`config.mk`:
```
export PLATFORM = sky130hd
export DESIGN_NAME = hazard_ctrl_mc
export DESIGN_NICKNAME = d
export VERILOG_FILES = /design/src/rtl/hazard_pkg.sv /design/src/rtl/hazard_fwd.sv /design/src/rtl/hazard_ctrl_mc.sv
export SDC_FILE = /design/constraint.sdc
export NUM_CORES = 1
export LEC_CHECK = 0
export BUFFER_PORTS_ARGS = -buffer_cell sky130_fd_sc_hd__buf_2
export CAP_MARGIN = 20
export CORE_UTILIZATION = 45
export DETAILED_ROUTE_END_ITERATION = 7
export GPL_TIMING_DRIVEN = 0
export MAX_ROUTING_LAYER = met4
export PLACE_DENSITY = 0.72
export SYNTH_ARGS = -nofsm -noshare
export SYNTH_HDL_FRONTEND = slang
export SYNTH_SLANG_ARGS = --single-unit
```
`constraint.sdc`:
```
create_clock -name clk -period 2.93 [get_ports clk]
set_input_delay 0.586 -clock clk [delete_from_list [all_inputs] [get_ports clk]]
set_output_delay 0.586 -clock clk [all_outputs]
set_load 0.03 [all_outputs]
```
`src/rtl/hazard_pkg.sv`:
```
// Shared types and helpers for the multicycle pipeline hazard controller.
package hazard_pkg;

  // Occupancy FSM: RUN = E flows normally, BUSY = multicycle MDU op holds E.
  typedef enum logic {
    HZ_RUN  = 1'b0,
    HZ_BUSY = 1'b1
  } hz_state_t;

  // Operand source select for the E-stage ALU inputs.
  typedef enum logic [1:0] {
    FWD_RF = 2'b00,
    FWD_W  = 2'b01,
    FWD_M  = 2'b10
  } fwd_sel_t;

  // Width of the BUSY down-counter; it only ever holds MDU_LATENCY-2.
  function automatic int unsigned mdu_cnt_width(input int unsigned latency);
    if (latency < 3) return 1;
    return $clog2(latency - 1);
  endfunction

endpackage

```
`src/rtl/hazard_fwd.sv`:
```
// Forwarding select for one E-stage source operand (M has priority over W).
module hazard_fwd
  import hazard_pkg::*;
#(
  parameter int unsigned REG_AW = 5
) (
  input  logic [REG_AW-1:0] rs_e_i,
  input  logic [REG_AW-1:0] rd_m_i,
  input  logic              regwrite_m_i,
  input  logic [REG_AW-1:0] rd_w_i,
  input  logic              regwrite_w_i,
  output logic [1:0]        fwd_o
);

  // x0 is hardwired zero, so it is never a forwarding source.
  always_comb begin
    fwd_o = FWD_RF;
    if (rs_e_i != '0 && regwrite_m_i && rs_e_i == rd_m_i) begin
      fwd_o = FWD_M;
    end else if (rs_e_i != '0 && regwrite_w_i && rs_e_i == rd_w_i) begin
      fwd_o = FWD_W;
    end
  end

endmodule

```
`src/rtl/hazard_ctrl_mc.sv`:
```
// Hazard controller for the 5-stage core: forwarding, load-use stall,
// branch flush, multicycle MDU occupancy, dmem wait states, stall counter.
module hazard_ctrl_mc
  import hazard_pkg::*;
#(
  parameter int unsigned REG_AW      = 5,
  parameter int unsigned MDU_LATENCY = 4,
  parameter int unsigned CNT_W       = 32
) (
  input  logic              clk,
  input  logic              reset,
  input  logic [REG_AW-1:0] rs1D,
  input  logic [REG_AW-1:0] rs2D,
  input  logic [REG_AW-1:0] rs1E,
  input  logic [REG_AW-1:0] rs2E,
  input  logic [REG_AW-1:0] rdE,
  input  logic [1:0]        resultsrcE,
  input  logic              pcsrcE,
  input  logic              mduE,
  input  logic [REG_AW-1:0] rdM,
  input  logic              regwriteM,
  input  logic              memreqM,
  input  logic              dmem_ready,
  input  logic [REG_AW-1:0] rdW,
  input  logic              regwriteW,
  output logic              stallF,
  output logic              stallD,
  output logic              stallE,
  output logic              stallM,
  output logic              flushD,
  output logic              flushE,
  output logic              flushM,
  output logic              flushW,
  output logic [1:0]        forwardAE,
  output logic [1:0]        forwardBE,
  output logic              mdu_done,
  output logic [CNT_W-1:0]  stall_cycles
);

  localparam int unsigned CW        = mdu_cnt_width(MDU_LATENCY);
  localparam bit          MDU_MULTI = (MDU_LATENCY > 1);
  localparam logic [CW-1:0] CNT_LOAD =
    CW'((MDU_LATENCY >= 2) ? (MDU_LATENCY - 2) : 0);

  hz_state_t         state_q;
  logic [CW-1:0]     cnt_q;
  logic [CNT_W-1:0]  stall_cycles_q;
  logic [CNT_W-1:0]  stall_cycles_d;

  logic              lwstall;
  logic              memwait;
  logic              busy_hold;
  logic              mdu_fin;
  logic [1:0]        fwd_a;
  logic [1:0]        fwd_b;
  logic              unused_resultsrc;

  assign unused_resultsrc = resultsrcE[1];

  assign lwstall   = resultsrcE[0] && (rdE != '0) && (rs1D == rdE || rs2D == rdE);
  assign memwait   = memreqM && !dmem_ready;
  assign busy_hold = (state_q == HZ_BUSY) && (cnt_q != '0);
  // MDU result completes: single-cycle op in RUN, or last BUSY cycle.
  assign mdu_fin   = (state_q == HZ_RUN)  ? (mduE && !MDU_MULTI)
                                          : (cnt_q == '0);

  hazard_fwd #(.REG_AW(REG_AW)) u_fwd_a (
    .rs_e_i       (rs1E),
    .rd_m_i       (rdM),
    .regwrite_m_i (regwriteM),
    .rd_w_i       (rdW),
    .regwrite_w_i (regwriteW),
    .fwd_o        (fwd_a)
  );

  hazard_fwd #(.REG_AW(REG_AW)) u_fwd_b (
    .rs_e_i       (rs2E),
    .rd_m_i       (rdM),
    .regwrite_m_i (regwriteM),
    .rd_w_i       (rdW),
    .regwrite_w_i (regwriteW),
    .fwd_o        (fwd_b)
  );

  // MDU occupancy FSM; frozen entirely while data memory is waiting.
  always_ff @(posedge clk) begin
    if (reset) begin
      state_q <= HZ_RUN;
      cnt_q   <= '0;
    end else if (!memwait) begin
      unique case (state_q)
        HZ_RUN: begin
          if (mduE && MDU_MULTI) begin
            state_q <= HZ_BUSY;
            cnt_q   <= CNT_LOAD;
          end
        end
        HZ_BUSY: begin
          if (cnt_q == '0) begin
            state_q <= HZ_RUN;
          end else begin
            cnt_q <= cnt_q - CW'(1);
          end
        end
        default: begin
          state_q <= HZ_RUN;
          cnt_q   <= '0;
        end
      endcase
    end
  end

  // Prioritised stage enables/clears: reset > memwait > MDU freeze > load-use/branch.
  always_comb begin
    stallF    = 1'b0;
    stallD    = 1'b0;
    stallE    = 1'b0;
    stallM    = 1'b0;
    flushD    = 1'b0;
    flushE    = 1'b0;
    flushM    = 1'b0;
    flushW    = 1'b0;
    forwardAE = fwd_a;
    forwardBE = fwd_b;
    mdu_done  = 1'b0;
    if (reset) begin
      flushD    = 1'b1;
      flushE    = 1'b1;
      flushM    = 1'b1;
      flushW    = 1'b1;
      forwardAE = FWD_RF;
      forwardBE = FWD_RF;
    end else if (memwait) begin
      stallF = 1'b1;
      stallD = 1'b1;
      stallE = 1'b1;
      stallM = 1'b1;
      flushW = 1'b1;
    end else if (busy_hold) begin
      // E is frozen, so a pending load-use or branch is re-evaluated later.
      stallF = 1'b1;
      stallD = 1'b1;
      stallE = 1'b1;
      flushM = 1'b1;
    end else begin
      mdu_done = mdu_fin;
      if (lwstall) begin
        stallF = 1'b1;
        stallD = 1'b1;
        flushE = 1'b1;
      end
      if (pcsrcE) begin
        flushD = 1'b1;
        flushE = 1'b1;
      end
    end
  end

  // Saturating count of fetch-stall cycles.
  always_comb begin
    stall_cycles_d = stall_cycles_q;
    if (stallF && (stall_cycles_q != '1)) begin
      stall_cycles_d = stall_cycles_q + CNT_W'(1);
    end
  end

  // Performance counter register.
  always_ff @(posedge clk) begin
    if (reset) begin
      stall_cycles_q <= '0;
    end else begin
      stall_cycles_q <= stall_cycles_d;
    end
  end

  assign stall_cycles = stall_cycles_q;

endmodule

```
==> out/results.ini, run 1 <==
[status]
status=finished with violations
violations=DRC

[global_route]
overflow=0
grt_pass1_wl_mm=9.01
grt_max_degree=11
grt.total_usage_pct=22.6
grt_pass1_vias=2058
grt_antenna_before_repair=0

[setup_path]
reg2regPathDepth=8
reg2reg_from=stall_cycles[0]
reg2reg_slack_ps=580
worstPathRequired_ps=2340
cp_cell_sequence=buf_2, or4_1, o21ai_1, o21a_1, buf_6, nor2_1, buf_4, buf_2
cp_slowest_stage_delay_ps=520
r2r_end=stall_cycles[26]
end_kind=output port
cpMostUsedCell=buf_2
critPathKind=primary input to output port
crit_fanout=18
cp_slowest_cell=or4_1
crit_arrival_ps=2160
cp-start-kind=primary input

[placed_design]
gp_congestion=0.828
placed_area_um2=2720
io_buffers=87
dp_hpwl_mm=4.28
post-place-cells=431

[cts]
cts_hold_buf=0
cts_sinks=35
cts_made_buffers=5
cts_tree=done
cts_root_buf=clkbuf_8
cts_max_level=2
clk_pin_slew_ps=70
cts_buffer_depth=2
clock_latency_ps=280

[min_path]
min_path_type=flop to flop
hold_end=cnt_q[0]
hold_start=cnt_q[0]
whs_path_depth=1

[final_layout]
regArea_um2=701
antenna_cells=0
finalNetCount=417
final_core_util_pct=59.6
multi_input_area_um2=1410
area_growth_pct=27.9
fin_cells=438
drive_gt1_share_pct=28.8
fill_cells=447
fin_area_um2=2810

[flow_run]
cap_violations=0

[timing]
fmax_mhz=365
setup_viol=0
rsz0062_at_grt=no
hold_violations=0
slew_headroom_pct=67.8
tns_ps=0
fin_crit_ps=2740
min_period_over_period_pct=93.6
skew_ps=4.78
tightest_slew_ps=483
slew_violations=0

[pwr]
vdd_drop_max_uv=202
power_density_nw_per_um2=376
p_leak_nw=1.16

[drt]
drc_errors=2
vias_per_cell=5.18
num_vias=2271
firstDrtPassIters=6
wl_per_cell_um=12.5
ant_nets=0
first_iter_violations=117
drt-total-wl_mm=5.47

[synth]
avgSynthCellArea_um2=7.94
yosysUniqueCellTypes=40
async_flop_share_pct=0
synthCells=277
syn_area_um2=2200
yosysTopAreaCell=dfxtp_1
synth_edf_count=0
synth_top_area_share_pct=31.9
synth_nets=324
yosys_warnings=0
synth-seq-cells=35
synth-seq-area-share_pct=31.9
synthFlopType=dfxtp_1
synthTopCellsByArea=dfxtp_1 32%, xnor2_1 14%, xor2_1 7.2%, nor2_1 7.0%, nand4_1 4.3%

[floorplanning]
num_io_pins=90
dieWidth_um=71.9
start_util_pct=46.6
die_area_um2=5170
die_y_um=71.9
coreArea_um2=4720
fp-row-count=25

registers in the layout (all words and copies together), names as in the netlist:
name,count
cnt_q,2
state_q,1
stall_cycles,32
layer usage:
layer  GRT usage, %  vias to the layer above  part of all wire (%)  wire, um
met4           4.58                        0                  0.66        36
li1               -                     1149                     -         -
met5              -                        -                     0         0
met2           40.6                       65                    50      2740
met3           4.86                        4                   5.0       275
met1           26.1                     1053                    44      2430
placed cells by master, fill, tap and decap left out, types with 2 or more instances in the layout:
| cell | Yosys | routed |
|---|---|---|
| nand4_1 | 15 | 15 |
| and3_1 | 5 | 5 |
| xnor2_1 | 35 | 35 |
| nor2b_1 | 6 | 6 |
| buf_4 | 2 | 2 |
| a211oi_1 | 2 | 2 |
| nor4_1 | 7 | 7 |
| or4_1 | 3 | 3 |
| buf_1 | 2 | 2 |
| nand3_1 | 11 | 11 |
| nor2_1 | 41 | 41 |
| o21ai_0 | 7 | 6 |
| or3_1 | 5 | 5 |
| nand2_1 | 15 | 15 |
| xor2_1 | 18 | 18 |
| clkbuf_1 | 4 | 5 |
| ha_1 | 2 | 2 |
| buf_2 | 3 | 89 |
| nand4b_1 | 2 | 2 |
| and4_1 | 3 | 3 |
| dfxtp_1 | 35 | 35 |
| clkbuf_8 | 0 | 7 |
| inv_1 | 6 | 6 |
| a21oi_1 | 8 | 8 |
| nand2b_1 | 4 | 4 |
| or2_2 | 2 | 2 |
| nor3_2 | 3 | 3 |
| nor3_1 | 18 | 18 |
worst max path at each step:
stage               slack (ps)  startpoint           end
floorplan                   70     rs1E[1]  forwardAE[0]
global placement           -10      rdE[1]        stallF
detailed placement         -60      rdE[1]        stallF
CTS                         10      rdE[1]        stallF
global route               100      rdE[1]        stallF
finish                     190      rdE[1]        stallF
critical path, delay by kind of cell:
family | cells | cell delay [ps]
buffers and inverters | 4 | 600
AO/OA/AOI/OAI | 2 | 360
AND/OR/NAND/NOR | 2 | 590
stage by stage:
step	setup WS, ps	hold WS, ps	total power, mW
finish	188	470	1.06
global route	100	517	1.12
CTS	14.4	470	1.07
detailed placement	-56.5	456	0.689
global placement	-11.9	458	0.685
floorplan	69.4	437	0.617
area by class of cell:
cell class / instances / share of cell area (%)
Multi-Input combinational cell: 224 / 50.2
Tap cell: 67 / 2.98
Sequential cell: 35 / 24.9
Timing Repair Buffer: 87 / 15.5
Inverter: 6 / 0.800
Clock buffer: 8 / 3.56
Buffer: 11 / 2.09
logic make-up after synthesis:
| kind of cell | count (synthesis) | synth area share [%] |
|---|---|---|
| simple gates | 145 | 35.2 |
| buf+inv | 18 | 3.92 |
| compound gates | 24 | 6.77 |
| flops | 35 | 31.9 |
| fa+ha+maj | 2 | 1.14 |
| xor+xnor | 53 | 21.1 |
synthesized netlist by cell type, types with 2 or more instances:
| library cell | number |
|---|---|
| buf_2 | 3 |
| xor2_1 | 18 |
| nor4_1 | 7 |
| and3_1 | 5 |
| clkbuf_1 | 4 |
| or2_2 | 2 |
| buf_1 | 2 |
| nand4b_1 | 2 |
| nand4_1 | 15 |
| xnor2_1 | 35 |
| nor2_1 | 41 |
| a21oi_1 | 8 |
| a211oi_1 | 2 |
| nand3_1 | 11 |
| nor3_1 | 18 |
| or3_1 | 5 |
| and4_1 | 3 |
| dfxtp_1 | 35 |
| inv_1 | 6 |
| ha_1 | 2 |
| nand2_1 | 15 |
| or4_1 | 3 |
| o21ai_0 | 7 |
| nor3_2 | 3 |
| nand2b_1 | 4 |
| buf_4 | 2 |
| nor2b_1 | 6 |
what timing repair did:
action,4_1_cts,5_1_grt
setup buffers,0,0
setup endpoints to repair,1,1
resized for setup,1,0
pin swaps,0,0
power breakdown:
part | internal [mW] | leakage, nW | switching, mW | total, mW
Clock | 0.215 | 0.0515 | 0.169 | 0.383
Combinational | 0.0794 | 0.825 | 0.107 | 0.186
Sequential | 0.482 | 0.283 | 0.00742 | 0.489
Total | 0.776 | 1.16 | 0.283 | 1.06
No activity file was read; power rests on OpenSTA's default activity.
==> run 2: changes to the inputs <==
Settings changed: ABC_AREA from default to 1, CORE_MARGIN from default to 10, PLACE_DENSITY 0.72 to 0.69.
==> run 2 against run 1 <==
The flow now finishes without violations. Sequential cell count unchanged. Setup slack improved by 180 ps. Clock power shrank 16%. Global-route usage shrank 5.5 points. Routed wire length up 56%. Sequential share of layout area fell by 4.3 points. Register-to-register slack better by 350 ps. Cell count is 44% higher. Synthesized cell count grew 67%. Hold slack improved by 10 ps. Critical path depth up 4. Critical path type unchanged. Critical endpoint unchanged. Largest power group unchanged. Highest routed layer unchanged.
==> out/results.ini, run 2 <==
[pwr]
pwr-share-seq_pct=48.4  ; +2.2 points
power_density_nw_per_um2=296  ; -21%
p_leak_nw=1.53  ; +32%
pwr-share-clk_pct=31.9  ; -4.3 points
vdd_drop_max_uv=197  ; -2.3%
p_int_mw=0.716  ; -7.7%
switching_share_pct=28.8  ; +2.1 points
combPwrFrac_pct=19.7  ; +2.1 points
p_sw_mw=0.289  ; +2.2%

[synth]
avgSynthCellArea_um2=6.03  ; -24%
yosysUniqueCellTypes=34  ; -15%
synth-seq-cells=35  ; unchanged
synthSimpleGateAreaFrac_pct=44.5  ; +9.3 points
synthTopCellsByArea=dfxtp_1 25%, nand2_1 19%, nor2_1 7.7%, nand3_1 7.0%, inv_1 6.3%
synth_top_area_share_pct=25.1  ; -6.8 points
synth_mux_area_share_pct=0  ; unchanged
synthTopCellsByCount=142 x nand2_1, 57 x nor2_1, 47 x inv_1, 39 x nand3_1, 35 x dfxtp_1
synth_edf_count=0  ; unchanged
synth-compound-area-share_pct=9.58  ; +2.8 points
synth_nets=510  ; +57%
yosys_warnings=0  ; unchanged
synth-seq-area-share_pct=25.1  ; -6.8 points
yosysMostFrequentCell=nand2_1
synth_adder_area_share_pct=0.896  ; -0.24 points
yosysTopAreaCell=dfxtp_1
synthCells=463  ; +67%
synthFlopType=dfxtp_1
synthXorXnorAreaFrac_pct=10.7  ; -10 points
syn_area_um2=2790  ; +27%
synth_top_family_by_area=simple AND/OR/NAND/NOR gates
async_flop_share_pct=0  ; unchanged

[global_route]
overflow=0  ; unchanged
grt.total_usage_pct=17.1  ; -5.5 points
grt_pass1_vias=3089  ; +50%
grt_max_degree=12  ; +1
grt_antenna_before_repair=0  ; unchanged
grt_pass1_wl_mm=13.9  ; +55%

[timing]
rsz0062_at_grt=no
fmax_mhz=391  ; +7.1%
setup_viol=0  ; unchanged
hold_violations=0  ; unchanged
tightest_slew_ps=469  ; -13.9 ps
skew_ps=7.33  ; +2.55 ps
slew_violations=0  ; unchanged
min_period_over_period_pct=87.4  ; -6.2 points
tns_ps=0  ; unchanged
fin_crit_ps=2560  ; -182 ps
holdWs_ps=480  ; +10.2 ps
slew_headroom_pct=68.7  ; +0.93 points

[setup_path]
cp-start-kind=primary input
worstPathRequired_ps=2340  ; about the same
critPathKind=primary input to output port
endpoint=stallF
r2r_end=stall_cycles[17]
startpoint=rdE[3]
end_kind=output port
crit_arrival_ps=1970  ; -190 ps
reg2reg_slack_ps=930  ; +350 ps
crit_fanout=11  ; -7
reg2regPathDepth=9  ; +1
reg2reg_from=stall_cycles[0]

[final_layout]
fin_area_um2=3400  ; +21%
area_growth_pct=21.7
finalNetCount=605  ; +45%
drive_gt1_share_pct=19.9  ; -8.9 points
fin_cells=632  ; +44%
antenna_cells=0  ; unchanged
final_cell_mix=142 x nand2_1, 91 x buf_2, 57 x nor2_1
layout_commonest_cell=nand2_1
largest_reg_flops=32  ; unchanged

[floorplanning]
dieWidth_um=98.8  ; +37%
die_area_um2=9760  ; +89%
num_io_pins=90  ; unchanged
start_util_pct=46.6  ; +0.068 points
fp-row-count=28  ; +12%
coreArea_um2=5990  ; +27%
die_y_um=98.8  ; +37%

[cts]
post_cts_buffers=0  ; unchanged
cts_tree=done
cts_buffer_depth=2  ; unchanged
ctsResizeCount=0  ; -1
clock_latency_ps=280  ; about the same
cts_max_level=2  ; unchanged
cts_sinks=35  ; unchanged
cts_made_buffers=5  ; unchanged
cts_root_buf=clkbuf_8
clk_pin_slew_ps=70  ; about the same
cts_hold_buf=0  ; unchanged

[min_path]
min_path_type=flop to flop
hold_start=cnt_q[1]

[drt]
drt-total-wl_mm=8.54  ; +56%
vias_per_cell=5.09  ; -1.8%
ant_nets=0  ; unchanged
num_vias=3218  ; +42%
drc_errors=0  ; -2
first_iter_violations=168  ; +44%
wl_per_cell_um=13.5  ; +8.1%
firstDrtPassIters=4  ; -2

[placed_design]
gp_congestion=0.951  ; +15%
placed_area_um2=3330  ; +22%
dp_hpwl_mm=7.10  ; +66%
post-place-cells=626  ; +45%
io_buffers=88  ; +1.1%

[status]
status=complete, no violations

[flow_run]
cap_violations=0  ; unchanged

## run 2: logic make-up (layout without fill, tap and decap cells)
| family | after synthesis | count (layout) |
|---|---|---|
| AOI/OAI and AO/OA | 49 | 49 |
| xor gates and xnor gates | 34 | 34 |
| adders and majority gates | 2 | 2 |
| buffers and inverters | 61 | 155 |
| DFF | 35 | 35 |
| and+or+nand+nor | 282 | 282 |
## run 2: how the worst min path moves through the flow
stage	depth (start not counted)	slack (ps)	to
3_3_place_gp	2	470	cnt_q[1]
2_1_floorplan	2	460	cnt_q[1]
3_5_place_dp	2	470	cnt_q[1]
4_1_cts	2	480	cnt_q[1]
5_1_grt	2	520	cnt_q[1]
6_report	2	480	cnt_q[1]
## run 2: worst max-delay path, cell delays in order
cell	delay, ps
buf_2	100
inv_1	60
nand2_1	50
nand2_1	50
nor2_1	110
nand3_1	90
nand2_1	90
nand3_1	80
nand2_2	180
buf_2	270
buf_4	140
buf_2	180
## run 2: final cells by class
type	count	area, um^2
timing repair buffer	88	440
sequential	35	701
buffer	14	82.6
inverter	47	176
tap	75	93.8
clock buffer	6	72.6
multi-input combinational	367	1830
fill	641	2590
## run 2: through the flow
| step | setup slack, ps | util, % | total power, mW |
|---|---|---|---|
| after detailed placement | 364 | 55.6 | 0.697 |
| final | 370 | 56.8 | 1.01 |
| after CTS | 368 | 56.8 | 1.01 |
| after global routing | 184 | 56.8 | 1.05 |
| after global placement | 393 | 55.6 | 0.692 |
| after floorplan | 548 | - | 0.621 |
## run 2: power groups by stage
| stage | Combinational (mW) | Clock, mW | Sequential (mW) |
|---|---|---|---|
| 2_1_floorplan | 0.120 | 0 | 0.501 |
| 3_3_place_gp | 0.194 | 0 | 0.498 |
| 3_5_place_dp | 0.199 | 0 | 0.498 |
| 4_1_cts | 0.199 | 0.327 | 0.487 |
| 5_1_grt | 0.219 | 0.348 | 0.488 |
| 6_report | 0.198 | 0.320 | 0.487 |
## run 2: per-layer routing
layer  share of wire, %  up-vias  wire [um]  GRT usage, %
met1                 46     1414       3930          20.3
li1                   -     1673          -             -
met3                7.2       15        617          4.96
met2                 45      116       3830          27.2
met5                  0        -          0             -
met4                1.9        0        159          5.62
==> run 3: changes to the inputs <==
Settings changed: PLACE_DENSITY 0.69 to 0.72.
==> run 3 against run 2 <==
Combinational power is essentially flat. Critical path depth is the same. Design area up 1.9%. Critical endpoint unchanged.
==> out/results.ini, run 3 (synthesis results as in run 2) <==
[floorplanning]
fp-row-count=28  ; unchanged
coreArea_um2=5990  ; unchanged
die_area_um2=9760  ; unchanged
dieWidth_um=98.8  ; unchanged
num_io_pins=90  ; unchanged
start_util_pct=46.6  ; unchanged
die_y_um=98.8  ; unchanged

[timing]
slew_violations=0  ; unchanged
setup_viol=0  ; unchanged
skew_ps=9.53  ; +2.20 ps
tns_ps=0  ; unchanged
rsz0062_at_grt=no
tightest_slew_ps=510  ; +40.7 ps
min_period_over_period_pct=87.8  ; +0.44 points
fin_crit_ps=2570  ; +13.0 ps
hold_violations=0  ; unchanged
holdWs_ps=488  ; +8.20 ps
fmax_mhz=389  ; -0.50%
slew_headroom_pct=66.0  ; -2.7 points

[flow_run]
cap_violations=0  ; unchanged

[final_layout]
drive_gt1_share_pct=20.4  ; +0.47 points
antenna_cells=0  ; unchanged
fin_cells=634  ; +0.32%
finalNetCount=605  ; unchanged
largest_reg_flops=32  ; unchanged
final_cell_mix=142 x nand2_1, 91 x buf_2, 57 x nor2_1
area_growth_pct=24.0
fin_area_um2=3460  ; +1.9%
layout_commonest_cell=nand2_1

[setup_path]
reg2regPathDepth=9  ; unchanged
path_depth=12  ; unchanged
critPathBufInv=5  ; unchanged
end_kind=output port
r2r_end=stall_cycles[22]
endpoint=stallF
cp_cell_sequence=buf_2, inv_1, nand2_1, nand2_1, nor2_1, nand3_1, nand2_1, nand3_1, nand2_2, buf_2, buf_4, buf_2
startpoint=rdE[0]
critPathKind=primary input to output port
reg2reg_from=stall_cycles[0]
cp-start-kind=primary input
crit_fanout=11  ; unchanged
path_delay_family=buffers and inverters
cp_slowest_cell=buf_2
worstPathRequired_ps=2340  ; about the same
cp_slowest_stage_delay_ps=250  ; -20 ps
reg2reg_slack_ps=850  ; -80 ps
crit_arrival_ps=1990  ; +20 ps

[min_path]
min_path_type=flop to flop

[cts]
clock_latency_ps=290  ; about the same
cts_max_level=2  ; unchanged
cts_made_buffers=5  ; unchanged
ctsResizeCount=0  ; unchanged
cts_tree=done
cts_sinks=35  ; unchanged
clk_pin_slew_ps=70  ; about the same
cts_root_buf=clkbuf_8
post_cts_buffers=0  ; unchanged
cts_hold_buf=0  ; unchanged
cts_buffer_depth=2  ; unchanged

[drt]
first_iter_violations=140  ; -17%
ant_nets=0  ; unchanged
firstDrtPassIters=5  ; +1
vias_per_cell=5.13  ; +0.74%
drt-total-wl_mm=8.83  ; +3.4%
drc_errors=0  ; unchanged
num_vias=3252  ; +1.1%
wl_per_cell_um=13.9  ; +3.1%

[global_route]
overflow=0  ; unchanged
grt_antenna_before_repair=0  ; unchanged
grt_pass1_vias=3093  ; +0.13%
grt_pass1_wl_mm=14.4  ; +3.4%
grt.total_usage_pct=17.9  ; +0.77 points
grt_max_degree=13  ; +1

[placed_design]
io_buffers=88  ; unchanged
placed_area_um2=3330  ; unchanged
post-place-cells=626  ; unchanged
gp_congestion=0.953  ; +0.24%
dp_hpwl_mm=7.21  ; +1.6%

[status]
status=complete, no violations

[pwr]
p_leak_nw=1.56  ; +1.8%
power_density_nw_per_um2=351  ; +19%
vdd_drop_max_uv=208  ; +5.5%

==> run 3: stage by stage <==
stage                     utilization, %  total power, mW  setup slack [ps]
after floorplan                        -            0.621               548
after global placement              55.6            0.694               387
after detailed placement            55.6            0.699               366
after CTS                           57.8             1.24               362
after global routing                57.8             1.27               214
final                               57.8             1.22               357
==> run 3: layout make-up <==
cell class | instances | area (um^2)
sequential | 35 | 701
clock inverter | 3 | 67.6
timing repair buffer | 88 | 440
buffer | 14 | 82.6
inverter | 47 | 176
tap | 75 | 93.8
fill | 616 | 2530
multi-input combinational | 367 | 1830
clock buffer | 5 | 68.8
==> run 3: worst min-delay path by stage <==
stage / from / endpoint / slack [ps] / cells past startpoint
3_3_place_gp: cnt_q[1] / cnt_q[1] / 470 / 2
4_1_cts: cnt_q[1] / cnt_q[1] / 490 / 2
2_1_floorplan: cnt_q[1] / cnt_q[1] / 460 / 2
3_5_place_dp: cnt_q[1] / cnt_q[1] / 480 / 2
6_report: cnt_q[1] / cnt_q[1] / 490 / 2
5_1_grt: cnt_q[1] / cnt_q[1] / 500 / 2
==> run 3: power breakdown <==
group / total, mW / switching (mW) / internal (mW) / leakage (nW)
logic: 0.201 / 0.125 / 0.0761 / 1.21
registers: 0.487 / 0.00556 / 0.481 / 0.283
clock network: 0.530 / 0.190 / 0.340 / 0.0644
total: 1.22 / 0.321 / 0.897 / 1.56
==> run 3: worst min-delay path, cell delays in order, from the launching register on <==
cell and delay [ps]:
dfxtp_1 300, inv_1 60, a221oi_1 70
==> run 3: layer usage <==
metal  GRT usage (%)  vias to the layer above  share of wire [%]  wire length (um)
met5               -                        -                  0                 0
met4            5.84                        0                1.7               152
met1            21.2                     1429                 44              3870
met2            28.6                      130                 47              4140
li1                -                     1681                  -                 -
met3            4.96                       12                7.5               666
